### src/rtl/bram_stream_port_pkg.sv
// Shared definitions for the block-RAM stream port: pointer-width helper and
// default sizing of the response buffer.
package bram_stream_port_pkg;

  // Bits needed to index 'depth' entries (minimum 1).
  function automatic int ptr_w(input int depth);
    int w;
    w = 0;
    while ((1 << w) < depth) w++;
    return (w < 1) ? 1 : w;
  endfunction

  localparam int RESP_DEPTH_DEF = 4;
  localparam int PTR_W          = ptr_w(RESP_DEPTH_DEF);
  localparam int CNT_W          = PTR_W + 1;

endpackage

### src/rtl/bram_stream_port_if.sv
// Request / RAM-pin / response bundle for bram_stream_port.
// master = requester + RAM side, slave = the port itself.
interface bram_stream_port_if #(
  parameter int ADDR_WIDTH = 1,
  parameter int DATA_WIDTH = 1
);
  logic                  REQ_VALID;
  logic                  REQ_READY;
  logic                  REQ_WE;
  logic [ADDR_WIDTH-1:0] REQ_ADDR;
  logic [DATA_WIDTH-1:0] REQ_DATA;
  logic [ADDR_WIDTH-1:0] RAM_ADDR;
  logic [DATA_WIDTH-1:0] RAM_DI;
  logic                  RAM_WE;
  logic                  RAM_RE;
  logic [DATA_WIDTH-1:0] RAM_DO;
  logic                  RESP_VALID;
  logic                  RESP_READY;
  logic [DATA_WIDTH-1:0] RESP_DATA;

  modport master (
    output REQ_VALID, REQ_WE, REQ_ADDR, REQ_DATA, RAM_DO, RESP_READY,
    input  REQ_READY, RAM_ADDR, RAM_DI, RAM_WE, RAM_RE, RESP_VALID, RESP_DATA
  );

  modport slave (
    input  REQ_VALID, REQ_WE, REQ_ADDR, REQ_DATA, RAM_DO, RESP_READY,
    output REQ_READY, RAM_ADDR, RAM_DI, RAM_WE, RAM_RE, RESP_VALID, RESP_DATA
  );
endinterface

### src/rtl/bram_stream_port_resp_fifo.sv
// Circular response buffer: register array, power-of-2 depth, pointers wrap
// naturally. Push into a full buffer cannot happen when the caller honours
// its credit rule; an assertion flags it if it ever does.
module bram_stream_resp_fifo import bram_stream_port_pkg::*; #(
  parameter int DATA_WIDTH = 1,
  parameter int DEPTH      = 4
) (
  input  logic                   clk_i,
  input  logic                   rst_i,
  input  logic                   push_i,
  input  logic [DATA_WIDTH-1:0]  data_i,
  input  logic                   pop_i,
  output logic [DATA_WIDTH-1:0]  data_o,
  output logic [ptr_w(DEPTH):0]  count_o,
  output logic                   empty_o
);
  localparam int PW = ptr_w(DEPTH);

  logic [DEPTH-1:0][DATA_WIDTH-1:0] mem_q;
  logic [PW-1:0]                    head_q, tail_q;
  logic [PW:0]                      count_q, count_d;
  logic                             full;

  assign full    = (count_q == (PW+1)'(DEPTH));
  assign empty_o = (count_q == '0);
  assign count_o = count_q;
  assign data_o  = mem_q[head_q];

  // Occupancy next state: simultaneous push and pop leaves it unchanged.
  always_comb begin
    count_d = count_q;
    case ({push_i, pop_i})
      2'b10:   count_d = count_q + 1'b1;
      2'b01:   count_d = count_q - 1'b1;
      default: ;
    endcase
  end

  // Pointers and occupancy, cleared by reset.
  always_ff @(posedge clk_i or posedge rst_i) begin
    if (rst_i) begin
      head_q  <= '0;
      tail_q  <= '0;
      count_q <= '0;
    end else begin
      if (push_i) tail_q <= tail_q + 1'b1;
      if (pop_i)  head_q <= head_q + 1'b1;
      count_q <= count_d;
    end
  end

  // Storage needs no reset: entries are only visible once counted.
  always_ff @(posedge clk_i) begin
    if (push_i) mem_q[tail_q] <= data_i;
  end

  a_no_push_full: assert property (@(posedge clk_i) disable iff (rst_i) !(push_i && full));

endmodule

### src/rtl/bram_stream_port.sv
// Valid/ready front-end for a single-port block RAM with 1-cycle read latency.
// Credits (buffer occupancy + in-flight read) gate new requests so a read
// result always has a buffer slot; responses stream out in request order.
// Optional: define BRAM_STREAM_PORT_BYPASS_EN to forward RAM_DO straight to
// the response port when the buffer is empty (1-cycle read latency).
module bram_stream_port import bram_stream_port_pkg::*; #(
  parameter int ADDR_WIDTH = 1,
  parameter int DATA_WIDTH = 1,
  parameter int RESP_DEPTH = 4
) (
  input logic              CLK,
  input logic              RESET,
  bram_stream_port_if.slave bus
);
  localparam int PW = ptr_w(RESP_DEPTH);
  localparam int CW = PW + 1;

  logic                  pending_q, pending_d;
  logic                  fire;
  logic [CW-1:0]         count;
  logic [CW:0]           credits_used;
  logic                  fifo_push, fifo_pop, fifo_empty;
  logic [DATA_WIDTH-1:0] fifo_data;

  // Registered-only credit check: no path from valid/we/resp_ready.
  assign credits_used  = {1'b0, count} + (CW+1)'(pending_q);
  assign bus.REQ_READY = (credits_used < (CW+1)'(RESP_DEPTH));

  assign fire         = bus.REQ_VALID & bus.REQ_READY;
  assign bus.RAM_ADDR = ADDR_WIDTH'(bus.REQ_ADDR);
  assign bus.RAM_DI   = DATA_WIDTH'(bus.REQ_DATA);
  assign bus.RAM_WE   = fire &  bus.REQ_WE;
  assign bus.RAM_RE   = fire & ~bus.REQ_WE;
  assign pending_d    = fire & ~bus.REQ_WE;

`ifdef BRAM_STREAM_PORT_BYPASS_EN
  logic bypass;
  // Empty buffer with a read landing: present RAM_DO directly, and skip the
  // push if the consumer takes it this cycle.
  assign bypass         = pending_q & fifo_empty;
  assign fifo_push      = pending_q & ~(bypass & bus.RESP_READY);
  assign bus.RESP_VALID = ~fifo_empty | bypass;
  assign bus.RESP_DATA  = fifo_empty ? bus.RAM_DO : fifo_data;
`else
  assign fifo_push      = pending_q;
  assign bus.RESP_VALID = ~fifo_empty;
  assign bus.RESP_DATA  = fifo_data;
`endif

  assign fifo_pop = ~fifo_empty & bus.RESP_READY;

  // In-flight read flag: RAM_DO is valid the cycle after RAM_RE.
  always_ff @(posedge CLK or posedge RESET) begin
    if (RESET) pending_q <= 1'b0;
    else       pending_q <= pending_d;
  end

  bram_stream_resp_fifo #(
    .DATA_WIDTH (DATA_WIDTH),
    .DEPTH      (RESP_DEPTH)
  ) u_fifo (
    .clk_i   (CLK),
    .rst_i   (RESET),
    .push_i  (fifo_push),
    .data_i  (bus.RAM_DO),
    .pop_i   (fifo_pop),
    .data_o  (fifo_data),
    .count_o (count),
    .empty_o (fifo_empty)
  );

endmodule

### src/flat_wrapper.sv
// flat-port wrapper written by rule: the top's interface ports become plain ports
module bram_stream_port_flat import bram_stream_port_pkg::*;
#(
  parameter int ADDR_WIDTH = 1,
  parameter int DATA_WIDTH = 1,
  parameter int RESP_DEPTH = 4
)
  (CLK, RESET, bus_REQ_VALID, bus_REQ_WE, bus_REQ_ADDR, bus_REQ_DATA, bus_RAM_DO, bus_RESP_READY, bus_REQ_READY, bus_RAM_ADDR, bus_RAM_DI, bus_RAM_WE, bus_RAM_RE, bus_RESP_VALID, bus_RESP_DATA);
  bram_stream_port_if #(.ADDR_WIDTH(ADDR_WIDTH), .DATA_WIDTH(DATA_WIDTH)) bus_i ();
  input logic CLK;
  input logic RESET;
  input wire logic [$bits(bus_i.REQ_VALID)-1:0] bus_REQ_VALID;
  input wire logic [$bits(bus_i.REQ_WE)-1:0] bus_REQ_WE;
  input wire logic [$bits(bus_i.REQ_ADDR)-1:0] bus_REQ_ADDR;
  input wire logic [$bits(bus_i.REQ_DATA)-1:0] bus_REQ_DATA;
  input wire logic [$bits(bus_i.RAM_DO)-1:0] bus_RAM_DO;
  input wire logic [$bits(bus_i.RESP_READY)-1:0] bus_RESP_READY;
  output wire logic [$bits(bus_i.REQ_READY)-1:0] bus_REQ_READY;
  output wire logic [$bits(bus_i.RAM_ADDR)-1:0] bus_RAM_ADDR;
  output wire logic [$bits(bus_i.RAM_DI)-1:0] bus_RAM_DI;
  output wire logic [$bits(bus_i.RAM_WE)-1:0] bus_RAM_WE;
  output wire logic [$bits(bus_i.RAM_RE)-1:0] bus_RAM_RE;
  output wire logic [$bits(bus_i.RESP_VALID)-1:0] bus_RESP_VALID;
  output wire logic [$bits(bus_i.RESP_DATA)-1:0] bus_RESP_DATA;
  assign bus_i.REQ_VALID = bus_REQ_VALID;
  assign bus_i.REQ_WE = bus_REQ_WE;
  assign bus_i.REQ_ADDR = bus_REQ_ADDR;
  assign bus_i.REQ_DATA = bus_REQ_DATA;
  assign bus_i.RAM_DO = bus_RAM_DO;
  assign bus_i.RESP_READY = bus_RESP_READY;
  assign bus_REQ_READY = bus_i.REQ_READY;
  assign bus_RAM_ADDR = bus_i.RAM_ADDR;
  assign bus_RAM_DI = bus_i.RAM_DI;
  assign bus_RAM_WE = bus_i.RAM_WE;
  assign bus_RAM_RE = bus_i.RAM_RE;
  assign bus_RESP_VALID = bus_i.RESP_VALID;
  assign bus_RESP_DATA = bus_i.RESP_DATA;
  bram_stream_port #(.ADDR_WIDTH(ADDR_WIDTH), .DATA_WIDTH(DATA_WIDTH), .RESP_DEPTH(RESP_DEPTH)) u_core (.CLK(CLK), .RESET(RESET), .bus(bus_i));
endmodule
### config.mk
export PLATFORM = sky130hd
export DESIGN_NAME = bram_stream_port_flat
export DESIGN_NICKNAME = d
export VERILOG_FILES = /design/src/rtl/bram_stream_port_pkg.sv /design/src/rtl/bram_stream_port_if.sv /design/src/rtl/bram_stream_port_resp_fifo.sv /design/src/rtl/bram_stream_port.sv /design/src/flat_wrapper.sv
export SDC_FILE = /design/constraint.sdc
export NUM_CORES = 1
export LEC_CHECK = 0
export BUFFER_PORTS_ARGS = -buffer_cell sky130_fd_sc_hd__buf_2
export CAP_MARGIN = 30
export CORE_AREA = 2 2 39 41
export CTS_BUF_LIST = sky130_fd_sc_hd__clkbuf_16
export CTS_CLUSTER_SIZE = 8
export DETAILED_ROUTE_END_ITERATION = 8
export DIE_AREA = 0 0 41 43
export GPL_TIMING_DRIVEN = 1
export PLACE_DENSITY_LB_ADDON = 0.3
export SETUP_SLACK_MARGIN = 0.1
export SLEW_MARGIN = 0
export SYNTH_ARGS = -nofsm -noshare
export SYNTH_HDL_FRONTEND = slang
export SYNTH_SLANG_ARGS = --single-unit
export TNS_END_PERCENT = 50
### constraint.sdc
create_clock -name CLK -period 5.2 [get_ports CLK]
set_clock_uncertainty 0.1 [all_clocks]
set_input_delay 0.52 -clock CLK [delete_from_list [all_inputs] [get_ports CLK]]
set_output_delay 0.52 -clock CLK [all_outputs]
set_load 0.01 [all_outputs]
# Yosys cells after proc, flatten, opt, wreduce, memory -nomap -nowiden

Cells that the tools add are included.

Register bits after elaboration: 12
Latch bits: 0
Bits in writable memories: 0
Memory bits (read-only): 0
Input bits: 8
Output and inout port bits: 7
Word-level logic and storage cells: 34
Memories: 0

$add $sub $neg: 5
Multiply operators: 0
Div/mod/pow operators: 0
$lt $le $gt $ge: 4
Equal/unequal tests: 2
Shifts and indexed selects: 0
Multiplexer cells: 6
Bitwise logic cells: 6
Reductions and logical operators: 3

Operators by type and width:

| cell                                                               | count |
|---|---|
| less-than comparator 2 x 3 -> 1 bit (second input constant)        | 2 |
| case mux 3 bit (2 select lines)                                    | 1 |
| adder 2 x 1 -> 2 bit (second input constant)                       | 2 |
| adder 3 x 1 -> 4 bit                                               | 1 |
| AND 1 bit                                                          | 4 |
| bitwise mux 4 bit                                                  | 1 |
| less-than comparator 4 x 3 -> 1 bit (second input constant)        | 1 |
| adder 3 x 1 -> 3 bit (second input constant)                       | 1 |
| zero test 3 bit                                                    | 1 |
| subtractor 3 x 1 -> 3 bit (second input constant)                  | 1 |
| binary-select mux 1 bit (select 2 bit)                             | 1 |
| demux 1 bit (select 2 bit)                                         | 1 |
| == test 2 x 1 -> 1 bit (second input constant)                     | 1 |
| == test 2 bit (second input constant)                              | 1 |
| greater-or-equal comparator 2 x 1 -> 1 bit (second input constant) | 1 |
| 2-to-1 mux 1 bit                                                   | 2 |
| NOT 1 bit                                                          | 2 |
| nonzero test 2 bit                                                 | 1 |
| logical AND 1 bit                                                  | 1 |

# Depth between registers and ports, before layout

Gate-level depths: netlist (run 1).

Depth in word-level cells: 5
Mapped depth: 8
Depth with buffers taken out: 7

# Cells and area by module

Synthesis (run 1) repeated with hierarchy kept, for this count alone.

Cell total of the unflattened synthesis: 52
Area, all modules: 628.1 um2

By module, submodules not included:

| module                | instances | cells an instance | area each (um2) | seq. area each (um2) |
|---|---|---|---|---|
| bram_stream_resp_fifo | 1         | 41                | 535.5           | 295.3 |
| bram_stream_port      | 1         | 11                | 92.6            | 25.0 |

# Worst setup path before layout (run 1)

Ideal clock, no wire load.

Path kind: input port to flip-flop
Start: input bus_RESP_READY
End: register u_core.u_fifo.count_q[2] (netlist: u_core.u_fifo.count_o[2])
Setup time: 0.079 ns
Data arrival time: 1.615 ns
Required time: 5.021 ns
Path slack: 3.405 ns
Stages on the path: 7
Buffers on the path: 0
Cell sequence: o31a_4 -> ha_1 -> inv_1 -> fa_1 -> xor2_1 -> nor2_1 -> xor2_1

Longest elaborated chain between the ends: 3
Elaborated cells between the ends (all ways): 5
Those cells by class: eq/ne (2); mux (1); bitwise (1); reduce/logical (1)

RTL lines:

| item                                                                  | line                             | source |
|---|---|---|
| start, declared                                                       | flat_wrapper.sv:17               | `input wire logic [$bits(bus_i.RESP_READY)-1:0] bus_RESP_READY;` |
| AND 1 bit (*)                                                         | bram_stream_port.sv:50           | `assign fifo_pop = ~fifo_empty & bus.RESP_READY;` |
| == test 2 x 1 -> 1 bit or == test 2 bit (tied branches)               | bram_stream_port_resp_fifo.sv:32 | `case ({push_i, pop_i})` |
| case mux 3 bit (2 select lines) or nonzero test 2 bit (tied branches) | -                                |  |
| end signal, assigned                                                  | bram_stream_port_resp_fifo.sv:48 | `count_q <= count_d;` |
| end, declared                                                         | bram_stream_port_resp_fifo.sv:21 | `logic [PW:0] count_q, count_d;` |

Every way passes the cells marked *; elsewhere a longest branch is shown, timed or not.
A chain may end at the register's enable or synchronous reset.

# Final worst setup path (run 1)

Start: register u_core.u_fifo.head_q[0]
End: output bus_RESP_DATA

Longest elaborated chain between the ends: 2

RTL lines:

| item                                   | line                             | source |
|---|---|---|
| start, declared                        | bram_stream_port_resp_fifo.sv:20 | `logic [PW-1:0] head_q, tail_q;` |
| start signal, assigned                 | bram_stream_port_resp_fifo.sv:47 | `if (pop_i) head_q <= head_q + 1'b1;` |
| binary-select mux 1 bit (select 2 bit) | bram_stream_port_resp_fifo.sv:27 | `assign data_o = mem_q[head_q];` |
| 2-to-1 mux 1 bit (not written as such) | bram_stream_port_resp_fifo.sv:27 |  |
| end, declared                          | flat_wrapper.sv:24               | `output wire logic [$bits(bus_i.RESP_DATA)-1:0] bus_RESP_DATA;` |

No other way between the ends. The select of a mux whose other input is x is not followed.

==> impl_metrics.tcl, run 1 <==
set metrics [dict create \
    mostFrequentLayoutCells "10 x buf_2, 8 x dfrtp_1, 7 x inv_1" \
    rows 14 \
    p_leak_nw 0.3641 \
    post-cts-setup-buffers 0 \
    grt_setup_unrepaired "false" \
    setup-tns-final_ns 0 \
    critical_path_class "flip-flop to primary output" \
    avgViaCountPerCell 4.935 \
    grt_pass1_vias 403 \
    die_y_um 43 \
    synthCells 50 \
    powerDensity_nw_per_um2 587.5 \
    finalCriticalPeriod_ns 1.927 \
    synth.avg_cell_area_um2 12.74 \
    final_common_cell "buf_2" \
    synth_top_area_cell "dfrtp_1" \
    grt_pass1_wl_um 1600 \
    postCtsHoldBufs 0 \
    layout_setup_ws_ns 3.273 \
    setup-violations-final 0 \
    dp_slack_ns 3.235 \
    worstHoldPathType "input port to asynchronous set/reset pin" \
    crit_required_ns 4.58 \
    power_mw 0.4499 \
    cp-start-kind "flip-flop" \
    arrival_ns 1.31 \
    grt_max_degree 11 \
    dieArea_um2 1763 \
    clk_path_buf_depth 2 \
    cts.sink_count 12 \
    globalRouteOverflowTotal 0 \
    drive_gt1_share_pct 29.51 \
    synth_top_area_share_pct 31.43 \
    ys_top_cells_by_area "dfrtp_1 31%, edfxtp_1 19%, ha_1 9.8%" \
    drtPass1Iterations 4 \
    gp_congestion 0.6980 \
    r2r_cells 7 \
    maxCapViolations 0 \
    crit_start "u_core.u_fifo.head_q[0]$_DFFE_PP0P_" \
    cts_root_buf "clkbuf_16" \
    num_vias 380 \
    track_usage_pct 13.98 \
    start_util_pct 46.02 \
    synth_area_um2 636.9 \
    wirelength_um 948 \
    drc 0 \
    tightest_slew_ns 0.3092 \
    final_area_um2 765.7 \
    synth_seq_cells 12 \
    clock_latency_ns 0.24 \
    diodes 0 \
    nNetsFinal 76 \
    cts_inserted_buffers 3 \
    reg2reg_from "u_core.u_fifo.count_o[2]$_DFFE_PP0P_" \
    io_pins 15 \
    ys_seq_area_share_pct 50.29 \
    synth_nets 64 \
    final_util_pct 55.33 \
    hpwlAfterDp_um 709.4 \
    ant_nets 0 \
    io_buffers 10 \
    dieWidth_um 41 \
    placed_area_um2 686.9 \
    peakVddDrop_v 0.0003189 \
    htreeDepth 1 \
    slew_viol_final 0 \
    fmax_mhz 519.1 \
    wl_per_cell_um 12.31 \
    fin_crit_sh_pct 37.05 \
    clk_pin_slew_worst_paths_ns 0.04 \
    worstSetupEndpointType "primary output" \
    antenna_found_initial 0 \
    cts_resized 0 \
    area_growth_pct 20.24 \
    hold_viol_final 0 \
    max-slew-margin-rel_pct 79.39 \
    synth_cell_types 22 \
    yosys_warnings 0 \
    status "finished, final reports clean" \
    crit_fanout 3 \
    first_iter_violations 3 \
    core_area_um2 1384 \
    cts_tree "built" \
]
-- synth_stat cells --
| cell | number |
|---|---|
| dfrtp_1 | 8 |
| inv_1 | 7 |
| ha_1 | 5 |
| and2_1 | 4 |
| edfxtp_1 | 4 |
| xor2_1 | 4 |
| buf_4 | 2 |
| xnor2_1 | 2 |
| a31oi_1 | 1 |
| and4b_1 | 1 |
| and4bb_2 | 1 |
| buf_2 | 1 |
| fa_1 | 1 |
| mux2i_1 | 1 |
| mux4_2 | 1 |
| nand2_1 | 1 |
| nand2_2 | 1 |
| nand3_1 | 1 |
| nor2_1 | 1 |
| o21ai_0 | 1 |
| o31a_4 | 1 |
| or3_2 | 1 |
-- state kept, by name, summed over array words and instances, names as in the netlist --
name	flops
u_core.u_fifo.tail_q	2
u_core.fifo_push	1
u_core.u_fifo.count_o	3
u_core.u_fifo.mem_q	4
u_core.u_fifo.head_q	2
-- kinds of logic after synthesis --
group | after synthesis | share of synthesized area [%]
AO/OA/AOI/OAI | 3 | 4.519
XOR/XNOR | 6 | 8.251
adder cells (fa/ha/maj) | 6 | 12.97
buffers and inverters | 10 | 7.268
flip-flops | 12 | 50.30
multiplexers | 2 | 5.108
AND/OR/NAND/NOR | 11 | 11.59
-- worst max-delay path: stages, from the launching register on --
cell and delay, ns:
dfrtp_1 0.41, mux4_2 0.50, buf_2 0.15
-- through the flow --
step / instances / hold WS (ns)
floorplan: 50 / 0.2357
global placement: 73 / 0.3760
detailed placement: 73 / 0.3850
CTS: 77 / 0.1311
global route: 77 / 0.1542
finish: 77 / 0.1181
-- final timing paths --
check | slack [ns] | end
setup / recovery | 3.27 | bus_RESP_DATA
hold / removal | 0.12 | u_core.u_fifo.tail_q[1]$_DFFE_PP0P_
setup reg to reg | 3.35 | u_core.u_fifo.count_o[2]$_DFFE_PP0P_
hold reg to reg | 0.39 | u_core.u_fifo.head_q[1]$_DFFE_PP0P_
max in group asynchronous | 4.65 | u_core.u_fifo.count_o[2]$_DFFE_PP0P_
min in group CLK | 0.39 | u_core.u_fifo.head_q[1]$_DFFE_PP0P_
-- metal layers --
metal	GRT usage [%]	vias to the layer above	share of wire [%]
li1	-	182	-
met1	16.67	189	39
met2	20.94	6	54
met3	3.141	3	3.9
met4	10.00	0	2.7
met5	0	-	0
-- cell type report --
class	count	area (um^2)
Clock buffer	3	75.07
Clock inverter	1	3.754
Multi-Input combinational cell	28	270.3
Timing Repair Buffer	10	50.05
Fill cell	120	618.1
Inverter	7	26.28
Sequential cell	12	320.3
Tap cell	16	20.02
-- power by group --
part | internal, mW | switching [mW] | total [mW] | leakage (nW)
Clock | 0.101 | 0.0404 | 0.142 | 0.0385
Combinational | 0.0721 | 0.0644 | 0.136 | 0.193
Sequential | 0.131 | 0.0405 | 0.172 | 0.132
Note: power is estimated with default switching activity, not from simulation.
==> run 2: changes to the inputs <==
--- a/config.mk
+++ b/config.mk
@@ -5,13 +5,14 @@
 export SDC_FILE = /design/constraint.sdc
 export NUM_CORES = 1
 export LEC_CHECK = 0
+export ABC_AREA = 1
 export BUFFER_PORTS_ARGS = -buffer_cell sky130_fd_sc_hd__buf_2
 export CAP_MARGIN = 30
-export CORE_AREA = 2 2 39 41
+export CORE_MARGIN = 2
+export CORE_UTILIZATION = 51
 export CTS_BUF_LIST = sky130_fd_sc_hd__clkbuf_16
 export CTS_CLUSTER_SIZE = 8
 export DETAILED_ROUTE_END_ITERATION = 8
-export DIE_AREA = 0 0 41 43
 export GPL_TIMING_DRIVEN = 1
 export PLACE_DENSITY_LB_ADDON = 0.3
 export SETUP_SLACK_MARGIN = 0.1
==> constraint.sdc (replaced) <==
create_clock -name CLK -period 1.9 [get_ports CLK]
set_clock_uncertainty 0.1 [all_clocks]
set_input_delay 0.19 -clock CLK [delete_from_list [all_inputs] [get_ports CLK]]
set_output_delay 0.19 -clock CLK [all_outputs]
set_load 0.01 [all_outputs]
==> impl_metrics.tcl, run 2 <==
set metrics [dict create \
    status "finished, final reports clean" \
    clk_pin_slew_worst_paths_ns 0.04 \
    fin_crit_sh_pct 90.44 \
    critical_path_class "flip-flop to flip-flop" \
    synth_nets 93 \
    cp-start-kind "flip-flop" \
    cts_inserted_buffers 3 \
    drtPass1Iterations 4 \
    max-slew-margin-rel_pct 78.26 \
    synth-adder-area-share_pct 11.98 \
    ys_top_cells_by_area "dfrtp_1 29%, edfxtp_1 17%, inv_1 11%" \
    synth_area_um2 689.4 \
    synth_top_area_cell "dfrtp_1" \
    avgViaCountPerCell 4.623 \
    nNetsFinal 114 \
    peakVddDrop_v 0.001058 \
    htreeDepth 1 \
    cts_tree "built" \
    drive_gt1_share_pct 33.33 \
    slew_viol_final 0 \
    ys_top_cells_by_count "21 x inv_1, 21 x nand2_1, 8 x dfrtp_1" \
    antenna_found_initial 0 \
    r2r_cells 11 \
    layout.filler_cells 94 \
    worstSetupEndpointType "flip-flop" \
    dieWidth_um 40.77 \
    synth.avg_cell_area_um2 8.727 \
    drc 0 \
    start_util_pct 53.65 \
    synth_top_area_share_pct 29.04 \
    synthCells 79 \
    core_area_um2 1285 \
    largest_reg_flops 4 \
    diodes 0 \
    grt_pass1_wl_um 1704 \
    first_iter_violations 8 \
    hpwlAfterDp_um 768.5 \
    maxCapViolations 0 \
    synth-main-ff-cell "dfrtp_1" \
    wl_per_cell_um 10.10 \
    grt_setup_unrepaired "false" \
    cts_root_buf "clkbuf_16" \
    dp.cells 102 \
    globalRouteOverflowTotal 0 \
    worstHoldPathType "input port to flip-flop" \
    synth_top_family_by_area "simple AND/OR/NAND/NOR gates" \
    grt_pass1_vias 444 \
    holdWs_ns 0.02121 \
    synth_cell_types 17 \
    wirelength_um 1151 \
    gp_congestion 0.6895 \
    grt_max_degree 9 \
    synth-edff-count 4 \
    io_buffers 10 \
    setup-violations-final 0 \
    fmax_mhz 582.0 \
    top_register "u_core.u_fifo.mem_q" \
    synthArstFlopShare_pct 66.67 \
    r2r_slack_ns 0.18 \
    io_pins 15 \
    rows 13 \
    yosys_warnings 0 \
    synth_compound_area_share_pct 3.630 \
    track_usage_pct 16.44 \
    final_util_pct 70.69 \
    hold_viol_final 0 \
    mostFrequentLayoutCells "18 x nand2_1, 17 x inv_1, 10 x buf_2" \
    whs_path_depth 2 \
    clock_latency_ns 0.24 \
    ys_seq_area_share_pct 46.46 \
    crit_fanout 3 \
    synth_xor_area_share_pct 2.541 \
    finalCriticalPeriod_ns 1.718 \
    setup-tns-final_ns 0 \
    p_leak_nw 0.5077 \
    power_mw 1.473 \
    arrival_ns 1.74 \
    powerDensity_nw_per_um2 1622 \
    crit_required_ns 1.93 \
    synth_seq_cells 12 \
    yosys.area_share.simple_pct 19.60 \
    final_common_cell "nand2_1" \
    num_vias 527 \
    area_growth_pct 31.76 \
    fin_cells 114 \
    clk_path_buf_depth 2 \
    dieArea_um2 1662 \
    synthMuxAreaShare_pct 0 \
    die_y_um 40.77 \
    tightest_slew_ns 0.3258 \
    ant_nets 0 \
    cts.sink_count 12 \
]
run 2: cell types whose count changed in the layout (fill, tap and decap cells not counted), sizes merged, moves of 3 or more:
| cell | previous run | this run |
|---|---|---|
| and2 | 4 | 0 |
| buf | 10 | 18 |
| inv | 7 | 22 |
| nand2 | 2 | 21 |
| nand3 | 1 | 6 |
| xor2 | 4 | 1 |
run 2: per-stage QoR:
step	setup slack [ns]	area (um^2)
finish	0.1816	908.4
global route	0.09508	908.4
CTS	0.1045	843.3
detailed placement	0.07392	739.5
global placement	0.1463	739.5
floorplan	0.2085	689.4
run 2: worst max-delay path: stages (launching register included):
cell and delay, ns:
dfrtp_1 0.37, inv_2 0.07, nand3_4 0.07, nand2_2 0.06, inv_2 0.07, ha_4 0.13
inv_2 0.05, fa_2 0.39, nand2_2 0.10, nand3_2 0.09, nand2_1 0.06, nand2_1 0.05
run 2: routing by layer:
| metal | vias up | track usage (%) | share of wire (%) | routed length, um |
|---|---|---|---|---|
| li1 | 275 | - | - | - |
| met1 | 236 | 19.72 | 45 | 513 |
| met2 | 12 | 28.17 | 50 | 581 |
| met3 | 4 | 3.261 | 3.5 | 40 |
| met4 | 0 | 7.500 | 1.3 | 15 |
| met5 | - | 0 | 0 | 0 |
run 2: report_power, final:
| group | internal, mW | switching, mW |
|---|---|---|
| Combinational | 0.310 | 0.354 |
| Sequential | 0.358 | 0.0634 |
| Clock | 0.277 | 0.111 |
| Total | 0.945 | 0.528 |
run 2: cell type report:
type / count / area, um^2 / area share, %
well taps: 15 / 18.77 / 2.066
repair buffers: 19 / 120.1 / 13.22
flip-flops and latches: 12 / 320.3 / 35.26
inverters: 22 / 82.58 / 9.091
clock inverters: 1 / 3.754 / 0.4132
clock buffers: 3 / 75.07 / 8.264
multi-input cells: 42 / 287.8 / 31.68
run 2: path summary, 6_finish.rpt:
check / from / endpoint
worst max-delay path: u_core.u_fifo.count_o[2]$_DFFE_PP0P_ / u_core.u_fifo.count_o[2]$_DFFE_PP0P_
worst min-delay path: bus_REQ_WE / u_core.fifo_push$_DFF_PP0_
worst max register to register: u_core.u_fifo.count_o[2]$_DFFE_PP0P_ / u_core.u_fifo.count_o[2]$_DFFE_PP0P_
worst min register to register: u_core.u_fifo.head_q[1]$_DFFE_PP0P_ / u_core.u_fifo.head_q[1]$_DFFE_PP0P_
max in group asynchronous: RESET / u_core.u_fifo.count_o[1]$_DFFE_PP0P_
min in group asynchronous: RESET / u_core.u_fifo.tail_q[1]$_DFFE_PP0P_
run 2: cells by family (layout without fill, tap and decap cells):
kind of cell | after synthesis | count (layout)
AO/OA/AOI/OAI | 4 | 4
flip-flops | 12 | 12
XOR/XNOR | 2 | 2
AND/OR/NAND/NOR | 30 | 30
adder cells (fa/ha/maj) | 6 | 6
buffers and inverters | 25 | 45
run 2: repair_timing:
action	in CTS	in global routing
hold buffers	1	0
setup endpoints to repair	1	2
pin swaps	1	4
endpoints found under the hold margin	8	0
gates resized for setup	1	10
buffers inserted	2	5
==> run 3: changes to the inputs <==
--- a/config.mk
+++ b/config.mk
@@ -8,13 +8,14 @@
 export ABC_AREA = 1
 export BUFFER_PORTS_ARGS = -buffer_cell sky130_fd_sc_hd__buf_2
 export CAP_MARGIN = 30
-export CORE_MARGIN = 2
-export CORE_UTILIZATION = 51
-export CTS_BUF_LIST = sky130_fd_sc_hd__clkbuf_16
+export CORE_AREA = 2 2 39 41
+export CTS_BUF_LIST = sky130_fd_sc_hd__clkbuf_2
 export CTS_CLUSTER_SIZE = 8
 export DETAILED_ROUTE_END_ITERATION = 8
+export DIE_AREA = 0 0 41 43
 export GPL_TIMING_DRIVEN = 1
 export PLACE_DENSITY_LB_ADDON = 0.3
+export REMOVE_ABC_BUFFERS = 1
 export SETUP_SLACK_MARGIN = 0.1
 export SLEW_MARGIN = 0
 export SYNTH_ARGS = -nofsm -noshare
==> impl_metrics.tcl, run 3 (synthesis results as in run 2) <==
set metrics [dict create \
    critPathSlowestCell "dfrtp_1" \
    antenna_found_initial 0 \
    worstHoldPathType "input port to flip-flop" \
    fin_cells 115 \
    slowest_delay_ns 0.40 \
    layout.filler_cells 124 \
    fin_crit_sh_pct 90.15 \
    setup-violations-final 0 \
    worstPathCellList "inv_2 -> nand3_4 -> nand2_2 -> inv_1 -> ha_1 -> inv_2 -> fa_2 -> nand2_1 -> nand3_1 -> nand2_1 -> nand2_1" \
    layout_setup_ws_ns 0.1871 \
    grt_pass1_wl_um 1773 \
    nNetsFinal 114 \
    area_growth_pct 20.87 \
    crit_required_ns 1.96 \
    cts_inserted_buffers 3 \
    avgViaCountPerCell 4.409 \
    start_util_pct 49.82 \
    finalCriticalPeriod_ns 1.713 \
    clk_path_buf_depth 2 \
    dp.cells 103 \
    gp_congestion 0.7824 \
    globalRouteOverflowTotal 0 \
    cts_tree "built" \
    max-slew-margin-rel_pct 79.03 \
    ant_nets 0 \
    mostFrequentLayoutCells "20 x nand2_1, 18 x inv_1, 10 x buf_2" \
    num_vias 507 \
    cp-start-kind "flip-flop" \
    grt_max_degree 9 \
    first_iter_violations 6 \
    drive_gt1_share_pct 28.28 \
    rows 14 \
    cts_root_buf "clkbuf_2" \
    die_y_um 43 \
    top_register "u_core.u_fifo.mem_q" \
    clockPowerShare_pct 10.6 \
    grt_pass1_vias 504 \
    dp_slack_ns 0.09611 \
    io_pins 15 \
    dieArea_um2 1763 \
    crit_fanout 5 \
    cts.sink_count 12 \
    power_mw 1.167 \
    switching_share_pct 40.82 \
    worstSetupEndpointType "flip-flop" \
    grt_setup_unrepaired "true" \
    drtPass1Iterations 3 \
    clk_pin_slew_worst_paths_ns 0.11 \
    core_area_um2 1384 \
    io_buffers 10 \
    maxCapViolations 0 \
    critical_path_class "flip-flop to flip-flop" \
    dieWidth_um 41 \
    tightest_slew_ns 0.3143 \
    drc 0 \
    setup-tns-final_ns 0 \
    p_leak_nw 0.4827 \
    arrival_ns 1.77 \
    track_usage_pct 15.20 \
    seq_power_share_pct 36.1 \
    final_common_cell "nand2_1" \
    wl_per_cell_um 9.035 \
    wirelength_um 1039 \
    peakVddDrop_v 0.0006383 \
    fmax_mhz 583.8 \
    hpwlAfterDp_um 773 \
    p_comb_share_pct 53.3 \
    diodes 0 \
    status "finished, final reports clean" \
    critical_path.most_common_cell "nand2_1" \
    holdWs_ns 0.04590 \
    intPower_mw 0.6906 \
    switching_power_mw 0.4764 \
    slew_viol_final 0 \
    htreeDepth 1 \
    hold_viol_final 0 \
    largest_reg_flops 4 \
    powerDensity_nw_per_um2 1400 \
    clock_latency_ns 0.25 \
]
## run 3: cell types whose count changed in the layout (fill, tap and decap cells not counted), moves of 2 or more
cell       previous run  this run
clkbuf_2              0         3
nand2_2               3         1
clkbuf_16             3         0
nand2_1              18        20
## run 3: power by group through the flow
stage               combinational (mW)  sequential (mW)  clock, mW
detailed placement               0.483            0.431          0
CTS                              0.491            0.428      0.132
floorplan                        0.363            0.418          0
global placement                 0.470            0.424          0
global route                     0.712            0.433      0.149
finish                           0.622            0.421      0.124
## run 3: final timing paths
check / endpoint / slack (ns) / startpoint / cells after the start
max in group asynchronous: u_core.u_fifo.head_q[1]$_DFFE_PP0P_ / 1.15 / RESET / 3
min in group asynchronous: u_core.fifo_push$_DFF_PP0_ / 0.31 / RESET / 3
setup reg to reg: u_core.u_fifo.count_o[2]$_DFFE_PP0P_ / 0.19 / u_core.u_fifo.count_o[0]$_DFFE_PP0P_ / 11
hold / removal: u_core.u_fifo.mem_q[2]$_DFFE_PP_ / 0.05 / bus_RAM_DO / 1
hold reg to reg: u_core.u_fifo.count_o[2]$_DFFE_PP0P_ / 0.41 / u_core.u_fifo.count_o[2]$_DFFE_PP0P_ / 2
setup / recovery: u_core.u_fifo.count_o[2]$_DFFE_PP0P_ / 0.19 / u_core.u_fifo.count_o[0]$_DFFE_PP0P_ / 11
## run 3: layout make-up
cell class	count	area (um^2)	area share [%]
flip-flops and latches	12	320.3	38.44
multi-input cells	42	269.0	32.28
repair buffers	19	122.6	14.71
inverters	22	82.58	9.910
well taps	16	20.02	2.402
clock buffers	3	15.01	1.802
clock inverters	1	3.754	0.4505
## run 3: stage by stage
step	utilization, %	cell area, um^2
floorplan	-	663.1
global placement	53.53	740.7
detailed placement	53.53	740.7
CTS	56.33	779.5
global route	60.22	833.3
finish	60.22	833.3
## run 3: critical path, delay by kind of cell, from the launching register on
family / cells / cell delay (ns)
fa+ha+maj: 2 / 0.50
simple gates: 6 / 0.46
flops: 1 / 0.40
buf+inv: 3 / 0.16
## run 3: repair_timing
| action | 4_1_cts | 5_1_grt |
|---|---|---|
| gates resized for setup | 2 | 5 |
| hold endpoints to repair | 9 | 0 |
| setup buffers | 0 | 6 |
| hold buffers | 2 | 0 |
| setup endpoints to repair | 2 | 2 |
| pin swaps | 0 | 1 |
## run 3: routing by layer
layer | vias up | track usage (%) | share of wire (%)
met5 | - | 0 | 0
met2 | 11 | 24.38 | 50
met4 | 0 | 9.333 | 1.7
met1 | 219 | 15.92 | 43
li1 | 273 | - | -
met3 | 4 | 5.236 | 4.4
